$ cat src/rtl/snax_simbacore_csr_arbiter.sv
// ---------------------------------------------------------------------------
// snax_simbacore_csr_arbiter
//
// Purpose:
//   Shares one SimbaCore CSR request/response port between NumReq upstream
//   requesters, for example the Snitch core CSR path and a descriptor loader.
//   One pending request is granted each cycle, round-robin, and is forwarded
//   downstream unchanged. The requester index of every accepted read goes
//   into an in-order ID FIFO, so each response can be routed back to the
//   requester that issued the read. Request and response paths are purely
//   combinational; the block adds no pipeline stage.
//
// Ports:
//   clk_i, rst_i          clock, synchronous active-high reset
//   req_data_i/addr_i     per-requester write data / CSR address (NumReq x 32)
//   req_write_i           per-requester write flag (1 = write, 0 = read)
//   req_valid_i/ready_o   per-requester request handshake
//   rsp_data_o            response data, broadcast to every requester
//   rsp_valid_o/ready_i   per-requester response handshake
//   csr_req_*             downstream request port
//   csr_rsp_*             downstream response port
//   outstanding_o         number of reads still waiting for a response
//   err_o                 sticky flag: a response arrived with no read pending
// ---------------------------------------------------------------------------
module snax_simbacore_csr_arbiter #(
    parameter int unsigned NumReq         = 2,
    parameter int unsigned MaxOutstanding = 4,
    localparam int unsigned IdxW          = (NumReq > 1) ? $clog2(NumReq) : 1,
    localparam int unsigned CntW          = $clog2(MaxOutstanding) + 1
) (
    input  logic                   clk_i,
    input  logic                   rst_i,
    input  logic [NumReq*32-1:0]   req_data_i,
    input  logic [NumReq*32-1:0]   req_addr_i,
    input  logic [NumReq-1:0]      req_write_i,
    input  logic [NumReq-1:0]      req_valid_i,
    output logic [NumReq-1:0]      req_ready_o,
    output logic [NumReq*32-1:0]   rsp_data_o,
    output logic [NumReq-1:0]      rsp_valid_o,
    input  logic [NumReq-1:0]      rsp_ready_i,
    output logic [31:0]            csr_req_data_o,
    output logic [31:0]            csr_req_addr_o,
    output logic                   csr_req_write_o,
    output logic                   csr_req_valid_o,
    input  logic                   csr_req_ready_i,
    input  logic [31:0]            csr_rsp_data_i,
    input  logic                   csr_rsp_valid_i,
    output logic                   csr_rsp_ready_o,
    output logic [CntW-1:0]        outstanding_o,
    output logic                   err_o
);

    localparam int unsigned     PtrW  = $clog2(MaxOutstanding);
    localparam logic [CntW-1:0] Depth = CntW'(MaxOutstanding);
    localparam logic [IdxW-1:0] LastIdx = IdxW'(NumReq - 1);

    // ------------------------------------------------------------------
    // Per-requester views of the flattened request buses
    // ------------------------------------------------------------------
    logic [31:0] addr_arr [NumReq];
    logic [31:0] data_arr [NumReq];

    // ------------------------------------------------------------------
    // State
    // ------------------------------------------------------------------
    logic [IdxW-1:0] rr_ptr_q,   rr_ptr_d;
    logic            lock_q,     lock_d;
    logic [IdxW-1:0] lock_idx_q, lock_idx_d;
    logic [PtrW-1:0] wr_ptr_q,   wr_ptr_d;
    logic [PtrW-1:0] rd_ptr_q,   rd_ptr_d;
    logic [CntW-1:0] count_q,    count_d;
    logic            err_q,      err_d;
    logic [IdxW-1:0] fifo_q [MaxOutstanding];

    // ------------------------------------------------------------------
    // Combinational control
    // ------------------------------------------------------------------
    logic [IdxW:0]   rr_sum;
    logic [IdxW-1:0] rr_cand;
    logic [IdxW-1:0] rr_idx;
    logic            rr_found;
    logic [IdxW-1:0] grant;
    logic [IdxW-1:0] head;
    logic            any_valid;
    logic            fifo_full;
    logic            fifo_empty;
    logic            stall;
    logic            req_fwd;
    logic            handshake;
    logic            push;
    logic            pop;

    // Round-robin search: first valid requester at or above rr_ptr_q,
    // wrapping at NumReq (NumReq need not be a power of two).
    always_comb begin
        rr_found = 1'b0;
        rr_idx   = rr_ptr_q;
        rr_sum   = '0;
        rr_cand  = '0;
        for (int k = 0; k < NumReq; k++) begin
            rr_sum = {1'b0, rr_ptr_q} + (IdxW+1)'(k);
            if (rr_sum >= (IdxW+1)'(NumReq)) begin
                rr_sum = rr_sum - (IdxW+1)'(NumReq);
            end
            rr_cand = rr_sum[IdxW-1:0];
            if (!rr_found && req_valid_i[rr_cand]) begin
                rr_found = 1'b1;
                rr_idx   = rr_cand;
            end
        end
    end

    // A locked grant stays put until its handshake completes, so the
    // downstream side never sees the request change mid-handshake.
    assign grant      = lock_q ? lock_idx_q : rr_idx;
    assign any_valid  = |req_valid_i;
    assign fifo_full  = (count_q == Depth);
    assign fifo_empty = (count_q == '0);

    // Reads need a free ID slot; a pop in the same cycle does not free one
    // early, which keeps the full flag off the response path.
    assign stall      = fifo_full & ~req_write_i[grant];
    assign req_fwd    = any_valid & ~stall;
    assign handshake  = req_fwd & csr_req_ready_i;
    assign push       = handshake & ~req_write_i[grant];

    assign head       = fifo_q[rd_ptr_q];
    assign pop        = ~fifo_empty & csr_rsp_valid_i & rsp_ready_i[head];

    // ------------------------------------------------------------------
    // Downstream request / response ports
    // ------------------------------------------------------------------
    assign csr_req_valid_o = req_fwd;
    assign csr_req_addr_o  = addr_arr[grant];
    assign csr_req_data_o  = data_arr[grant];
    assign csr_req_write_o = req_write_i[grant];

    // With nothing outstanding, a stray response is swallowed (and flagged)
    // so the downstream port can never wedge on it.
    assign csr_rsp_ready_o = fifo_empty ? csr_rsp_valid_i : rsp_ready_i[head];

    assign outstanding_o   = count_q;
    assign err_o           = err_q;

    // ------------------------------------------------------------------
    // Per-requester fan-out
    // ------------------------------------------------------------------
    generate
        for (genvar gi = 0; gi < NumReq; gi++) begin : g_req
            assign addr_arr[gi]              = req_addr_i[gi*32 +: 32];
            assign data_arr[gi]              = req_data_i[gi*32 +: 32];
            assign req_ready_o[gi]           = handshake & (grant == IdxW'(gi));
            assign rsp_valid_o[gi]           = csr_rsp_valid_i & ~fifo_empty
                                               & (head == IdxW'(gi));
            assign rsp_data_o[gi*32 +: 32]   = csr_rsp_data_i;
        end
    endgenerate

    // ------------------------------------------------------------------
    // Next-state logic
    // ------------------------------------------------------------------
    always_comb begin
        rr_ptr_d   = rr_ptr_q;
        // Any valid request that does not complete this cycle (back-pressure
        // or stall) pins the grant; a handshake or an idle cycle releases it.
        lock_d     = any_valid & ~handshake;
        lock_idx_d = grant;
        wr_ptr_d   = wr_ptr_q;
        rd_ptr_d   = rd_ptr_q;
        count_d    = count_q;
        err_d      = err_q | (csr_rsp_valid_i & fifo_empty);

        if (handshake) begin
            rr_ptr_d = (grant == LastIdx) ? '0 : grant + 1'b1;
        end
        if (push) begin
            wr_ptr_d = wr_ptr_q + 1'b1;
        end
        if (pop) begin
            rd_ptr_d = rd_ptr_q + 1'b1;
        end
        case ({push, pop})
            2'b10:   count_d = count_q + 1'b1;
            2'b01:   count_d = count_q - 1'b1;
            default: count_d = count_q;
        endcase
    end

    always_ff @(posedge clk_i) begin
        if (rst_i) begin
            rr_ptr_q   <= '0;
            lock_q     <= 1'b0;
            lock_idx_q <= '0;
            wr_ptr_q   <= '0;
            rd_ptr_q   <= '0;
            count_q    <= '0;
            err_q      <= 1'b0;
        end else begin
            rr_ptr_q   <= rr_ptr_d;
            lock_q     <= lock_d;
            lock_idx_q <= lock_idx_d;
            wr_ptr_q   <= wr_ptr_d;
            rd_ptr_q   <= rd_ptr_d;
            count_q    <= count_d;
            err_q      <= err_d;
        end
    end

    // ID storage needs no reset: an entry is only read once count_q covers it.
    always_ff @(posedge clk_i) begin
        if (push) begin
            fifo_q[wr_ptr_q] <= grant;
        end
    end

endmodule

$ cat config.mk
export PLATFORM = sky130hd
export DESIGN_NAME = snax_simbacore_csr_arbiter
export DESIGN_NICKNAME = d
export VERILOG_FILES = /design/src/rtl/snax_simbacore_csr_arbiter.sv
export SDC_FILE = /design/constraint.sdc
export NUM_CORES = 1
export LEC_CHECK = 0
export CAP_MARGIN = 0
export CELL_PAD_IN_SITES_DETAIL_PLACEMENT = 0
export CELL_PAD_IN_SITES_GLOBAL_PLACEMENT = 2
export CORE_ASPECT_RATIO = 0.8
export CORE_UTILIZATION = 10
export DETAILED_ROUTE_END_ITERATION = 10
export PLACE_DENSITY = 0.92
export SETUP_SLACK_MARGIN = 0.5
export SKIP_LAST_GASP = 1
export SYNTH_ARGS = -nofsm -noshare
export SYNTH_HDL_FRONTEND = slang
export SYNTH_SLANG_ARGS = --single-unit
$ cat constraint.sdc
create_clock -name clk_i -period 3.2 [get_ports clk_i]
set_input_delay 0.96 -clock clk_i [delete_from_list [all_inputs] [get_ports clk_i]]
set_output_delay 0.96 -clock clk_i [all_outputs]
set_load 0.005 [all_outputs]
==> run summary, run 1 <==
Status: finished with violations
Failing checks: setup timing
Ys Warns: 0
Drt drc: 0
DR WL/cell: 12.8 um
Die H: 134 um
Routed Antenna Nets: 0
Syn Nets: 545
CTS sink cnt: 17
Inserted Diodes: 0
Synthesized cell area: 0.00218 mm2
Nets: 765
Sequential share of the synthesized area: 17.5%
Core footprint: 0.0211 mm2
Final wirelength: 11,000 um
CP Cell Sequence: buf_8 > nand2b_4 > a211o_4 > nand2_4 > buf_12 > inv_16 > clkbuf_16 > nand2_1 > nand2_1 > dlygate4sd2_1
Grt total ovfl: 0
Worst path required time: 2240 ps
Clk slew on worst S/H paths: 50 ps
Largest family of logic cells by synthesized area: simple AND/OR/NAND/NOR gates
Clock tree from TritonCTS: done
Initial antenna violation count: 0
Pre-Repair DR Iteration Count: 4
Largest net degree at the start of global routing: 19
Post-Synth Simple-Gate Area: 42.3%
Arrival @ worst endpoint: 2400 ps
Post-synthesis async set-or-reset flop share: 0%
Max frequency: 298 MHz
Post-DP HPWL: 6610 um
CP startpoint kind: input port
Leak: 0.00250 uW
CP max stage cell: a211o_4
Vias in the first global route: 2,778
Clk Latency, worst-skew pair: 240 ps
Final cycle utilization of the critical path: 105%
Clk buf depth: 2
Min Clock Period, post-route: 3360 ps
Crit. End Element: output pin
Worst Setup Path Type: input port to output pin
Io pins: 309
Post-synthesis compound-gate area fraction: 4.82%
Initial Utilization: 10.4%
Most common cell after layout, fill and taps aside: nand2_1
Type of the worst min-delay path: flop to flop
Cells after DPL: 786
Share of cells above drive strength 1: 36.6%
Hold buffer count at CTS: 0
Fin Clk Skew: 2.75 ps
RSZ-0062 raised after global routing: yes
Setup TNS: -5400 ps
RePlAce Congestion: 0.732
Root buffer cell: clkbuf_16
Final Hold Fails: 0
Fill count: 2,277
Setup-failing EPs final: 63
Slew Viols, Final: 0
Ys flop type: dfxtp_1
Max_slew headroom: 61.6%
Syn-to-layout area delta: 140%
Total global-route track usage: 8.33%
Die width: 167 um
Crit-path most repeated cell: nand2_1
Number of core rows: 47
Final Cell Area: 0.00523 mm2
Syn Inst Count: 369
Htree depth: 1
Synth Area in XOR/XNOR: 1.61%
Most frequent cells in the layout: nand2_1, clkdlybuf4s50_1, buf_4, nand2_2, buf_2
Via Count: 2,988
Placed Area: 0.00427 mm2
Max VDD drop: 0.000242 V
Final non-filler cell total: 857
First-pass GRT wire length: 14,800 um
CP Buf/Inv Count: 5
Synth cell types: 33
Post-synth EDFFs: 4
Vias per inst: 3.49
1st-iter DRT viols: 83
Max incr delay on CP: 350 ps
Slew @ Worst Pin: 575 ps
Adder-Cell Fraction of Synth Area: 3.79%
Mapped Avg Cell Area: 5.91 um2
Max_cap viols: 0
Port Buffers: 212
Die area: 0.0224 mm2
Power Density: 294 mW/mm2
Final Worst Setup Slack: -156 ps
Worst-path maximum fanout: 11
Top delay family on crit path: buffers and inverters
Post-synthesis mux area share: 3.27%
Flops & latches, synth: 17
TritonCTS Buffers: 3
worst register-to-register path, cell delays in order (launching register included):
cell and delay (ps):
dfxtp_1 340, a211o_4 370, buf_4 140, buf_6 100, buf_4 130, buf_6 120
nand2_4 60, and4_4 230, inv_2 50, ha_4 160, inv_2 50, fa_2 180
xor2_1 70, or3_1 320, a21oi_2 120
power breakdown:
group,total (uW),leakage [uW],internal (uW),switching (uW)
Combinational,1030,0.00232,632,397
Sequential,258,0.000143,238,19.6
Clock,248,0.0000409,167,80.9
Total,1540,0.00250,1040,498
what timing repair did:
item	CTS	global route
resized for setup	218	130
endpoints found under the setup margin	74	72
cloned	6	7
buffers inserted	31	23
pin swaps	13	33
worst paths after layout:
check	slack (ps)	from	endpoint	cells past startpoint
worst min-delay path	470	err_o	err_o	2
worst max-delay path	-160	req_valid_i[1]	csr_req_data_o[5]	10
worst min register to register	470	err_o	err_o	2
worst max register to register	690	rr_ptr_q	outstanding_o[2]	14
cell usage after synthesis (4+ instances only):
library cell,count,area (um2)
buf_2,11,55.1
nand2_1,198,743
nor2_1,14,52.6
ha_1,5,62.6
a21oi_1,6,30.0
inv_1,8,30.0
buf_4,64,480
edfxtp_1,4,120
dfxtp_1,13,260
and2_1,6,37.5
nand2b_1,4,25.0
per-stage QoR:
step	worst slack [ps]	power [uW]	hold WS, ps	util (%)
after floorplan	346	606	460	-
after global placement	-778	1020	450	20.3
after detailed placement	-802	1020	465	20.3
after CTS	-140	1400	478	22.8
after global routing	-225	1640	529	24.8
final	-156	1540	470	24.8
area by class of cell:
type                    count  area (um2)  share of cell area [%]
multi-input cells         264        1460                    27.8
well taps                 269         337                    6.44
clock buffers               3        75.1                    1.44
repair buffers            295        2930                    56.0
flip-flops and latches     17         380                    7.28
inverters                   8        46.3                   0.886
clock inverters             1        5.00                  0.0958
cells by family after synthesis:
group           Yosys count
simple gates            232
buf+inv                  88
compound gates           17
flops                    17
fa+ha+maj                 6
mux                       5
xor+xnor                  4
metal layers:
layer	vias to the layer above	part of all wire [%]	GRT usage (%)
li1	1515	-	-
met1	1279	41	10.3
met2	192	48	13.4
met3	2	11	4.28
met4	0	0.25	0.617
met5	-	0	0
No activity file was read; power rests on OpenSTA's default activity.
==> run 2, diff against run 1 <==
--- a/config.mk
+++ b/config.mk
@@ -11,6 +11,7 @@
 export CORE_ASPECT_RATIO = 0.8
 export CORE_UTILIZATION = 10
 export DETAILED_ROUTE_END_ITERATION = 10
+export GPL_TIMING_DRIVEN = 0
 export PLACE_DENSITY = 0.92
 export SETUP_SLACK_MARGIN = 0.5
 export SKIP_LAST_GASP = 1
==> run summary, run 2 (synthesized netlist as in run 1, its figures left out) <==
Status: finished with violations
Failing checks: setup timing
Net Switching: 537 uW
Grt total ovfl: 0
RSZ-0062 raised after global routing: yes
Port Buffers: 276
Initial antenna violation count: 0
Max frequency: 302 MHz
Worst-path maximum fanout: 5
Worst-case reg-to-reg path depth: 8
Share of cells above drive strength 1: 45.3%
Leak: 0.00302 uW
Vias per inst: 3.48
Max_slew headroom: 69.5%
Slew Viols, Final: 0
RePlAce Congestion: 0.718
Core footprint: 0.0211 mm2
DR WL/cell: 12.0 um
Clk slew on worst S/H paths: 50 ps
Die width: 167 um
Switching Fraction: 31.5%
Die area: 0.0224 mm2
1st-iter DRT viols: 58
Critical path origin: req_valid_i[1]
Final cycle utilization of the critical path: 104%
RR Endpoint: outstanding_o[2]
Cell depth of the worst hold path: 2
Largest net degree at the start of global routing: 11
Final Cell Area: 0.00643 mm2
Power Density: 265 mW/mm2
Worst Setup Path Type: input port to output pin
Hold_ws: 475 ps
Routed Antenna Nets: 0
CP max stage cell: a211o_1
Clk buf depth: 2
CTS sink cnt: 17
Pre-Repair DR Iteration Count: 4
Most frequent cells in the layout: clkdlybuf4s50_1, nand2_1, nand2_2, buf_4, buf_2
First-pass GRT wire length: 17,100 um
Htree depth: 1
Number of core rows: 47
Area of the multi-input gates: 0.00161 mm2
Vias in the first global route: 3,185
Final Worst Setup Slack: -115 ps
Placed Area: 0.00538 mm2
Initial Utilization: 10.4%
Internal: 1170 uW
Inserted Diodes: 0
Reg area: 380 um2
Clk Latency, worst-skew pair: 250 ps
Via Count: 3,362
Drt drc: 0
Nets: 873
CP startpoint kind: input port
Max_cap viols: 0
Fin Clk Skew: 0.859 ps
Syn-to-layout area delta: 195%
Final wirelength: 11,600 um
Io pins: 309
Post-DP HPWL: 8590 um
Max VDD drop: 0.000154 V
Total global-route track usage: 9.61%
Slew @ Worst Pin: 458 ps
Crit. End Element: output pin
TritonCTS Buffers: 3
Flop pwr share: 15.1%
Logic gate share of total power: 70.4%
Hold Path End: err_o
Max incr delay on CP: 300 ps
Hold path start: err_o
Setup-failing EPs final: 36
Clock tree from TritonCTS: done
Root buffer cell: clkbuf_16
Clk pwr share: 14.5%
Most common cell after layout, fill and taps aside: clkdlybuf4s50_1
Worst path required time: 2240 ps
Type of the worst min-delay path: flop to flop
Die H: 134 um
Worst R2R Setup Slack: 770 ps
CP Cell Sequence: buf_8 > nand2b_4 > a211o_1 > nand2_4 > inv_8 > buf_12 > buf_6 > buf_16 > nand2_2 > nand2_1 > buf_2
Arrival @ worst endpoint: 2360 ps
Min Clock Period, post-route: 3320 ps
Fill count: 2,242
Final Hold Fails: 0
-- run 2: cell count changes in the layout (fill, tap and decap cells not counted), sizes merged --
cell           change
dlygate4sd2        -9
buf               +76
clkdlybuf4s50     +65
clkbuf            -22
clkdlybuf4s15      -1
dlymetal6s2s       -1
-- run 2: routing by layer --
layer	global-route usage [%]	wire length [um]
met5	0	0
met4	1.08	57
met3	1.68	654
met2	16.7	5750
met1	12.7	5150
-- run 2: critical path, delay by kind of cell --
kind,cells,cell delay (ps)
AND/OR/NAND/NOR,4,390
buffers and inverters,6,710
AO/OA/AOI/OAI,1,300
-- run 2: layout make-up --
| class | count | share of cell area [%] |
|---|---|---|
| buffer | 80 | 11.4 |
| clock buffer | 3 | 1.17 |
| clock inverter | 1 | 0.0779 |
| inverter | 8 | 0.584 |
| multi-input combinational | 264 | 25.0 |
| sequential | 17 | 5.92 |
| tap | 269 | 5.24 |
| timing repair buffer | 323 | 50.6 |
-- run 2: what timing repair did --
item,CTS,global route
gates resized for setup,419,57
hold buffers,0,0
pin swaps,102,41
hold endpoints to repair,0,0
buffers inserted,29,4
cloned,14,0
endpoints found under the setup margin,74,70
-- run 2: worst max-delay path by stage --
| stage | end | slack (ps) | cells past startpoint |
|---|---|---|---|
| 6_report | csr_req_addr_o[31] | -120 | 11 |
| 3_3_place_gp | csr_req_addr_o[0] | -1020 | 9 |
| 2_1_floorplan | csr_req_addr_o[11] | 350 | 8 |
| 4_1_cts | csr_req_data_o[10] | -120 | 11 |
| 3_5_place_dp | csr_req_addr_o[0] | -1010 | 9 |
| 5_1_grt | csr_req_addr_o[31] | -190 | 11 |
-- run 2: metrics by stage --
stage               utilization (%)  total power, uW  cells  setup slack [ps]  TNS [ps]
detailed placement             25.5             1170    914             -1010    -60210
floorplan                         -              606    369               346         0
global placement               25.5             1180    914             -1020    -60920
global route                   30.5             1820    965              -187     -5470
CTS                            29.5             1670    961              -116     -2840
finish                         30.5             1700    965              -115     -2030
-- run 2: power groups by stage --
stage | logic (uW) | registers, uW | clock network (uW)
after floorplan | 348 | 258 | 0
after global placement | 915 | 260 | 0
after detailed placement | 911 | 261 | 0
after CTS | 1150 | 257 | 256
after global routing | 1290 | 261 | 268
final | 1200 | 257 | 247
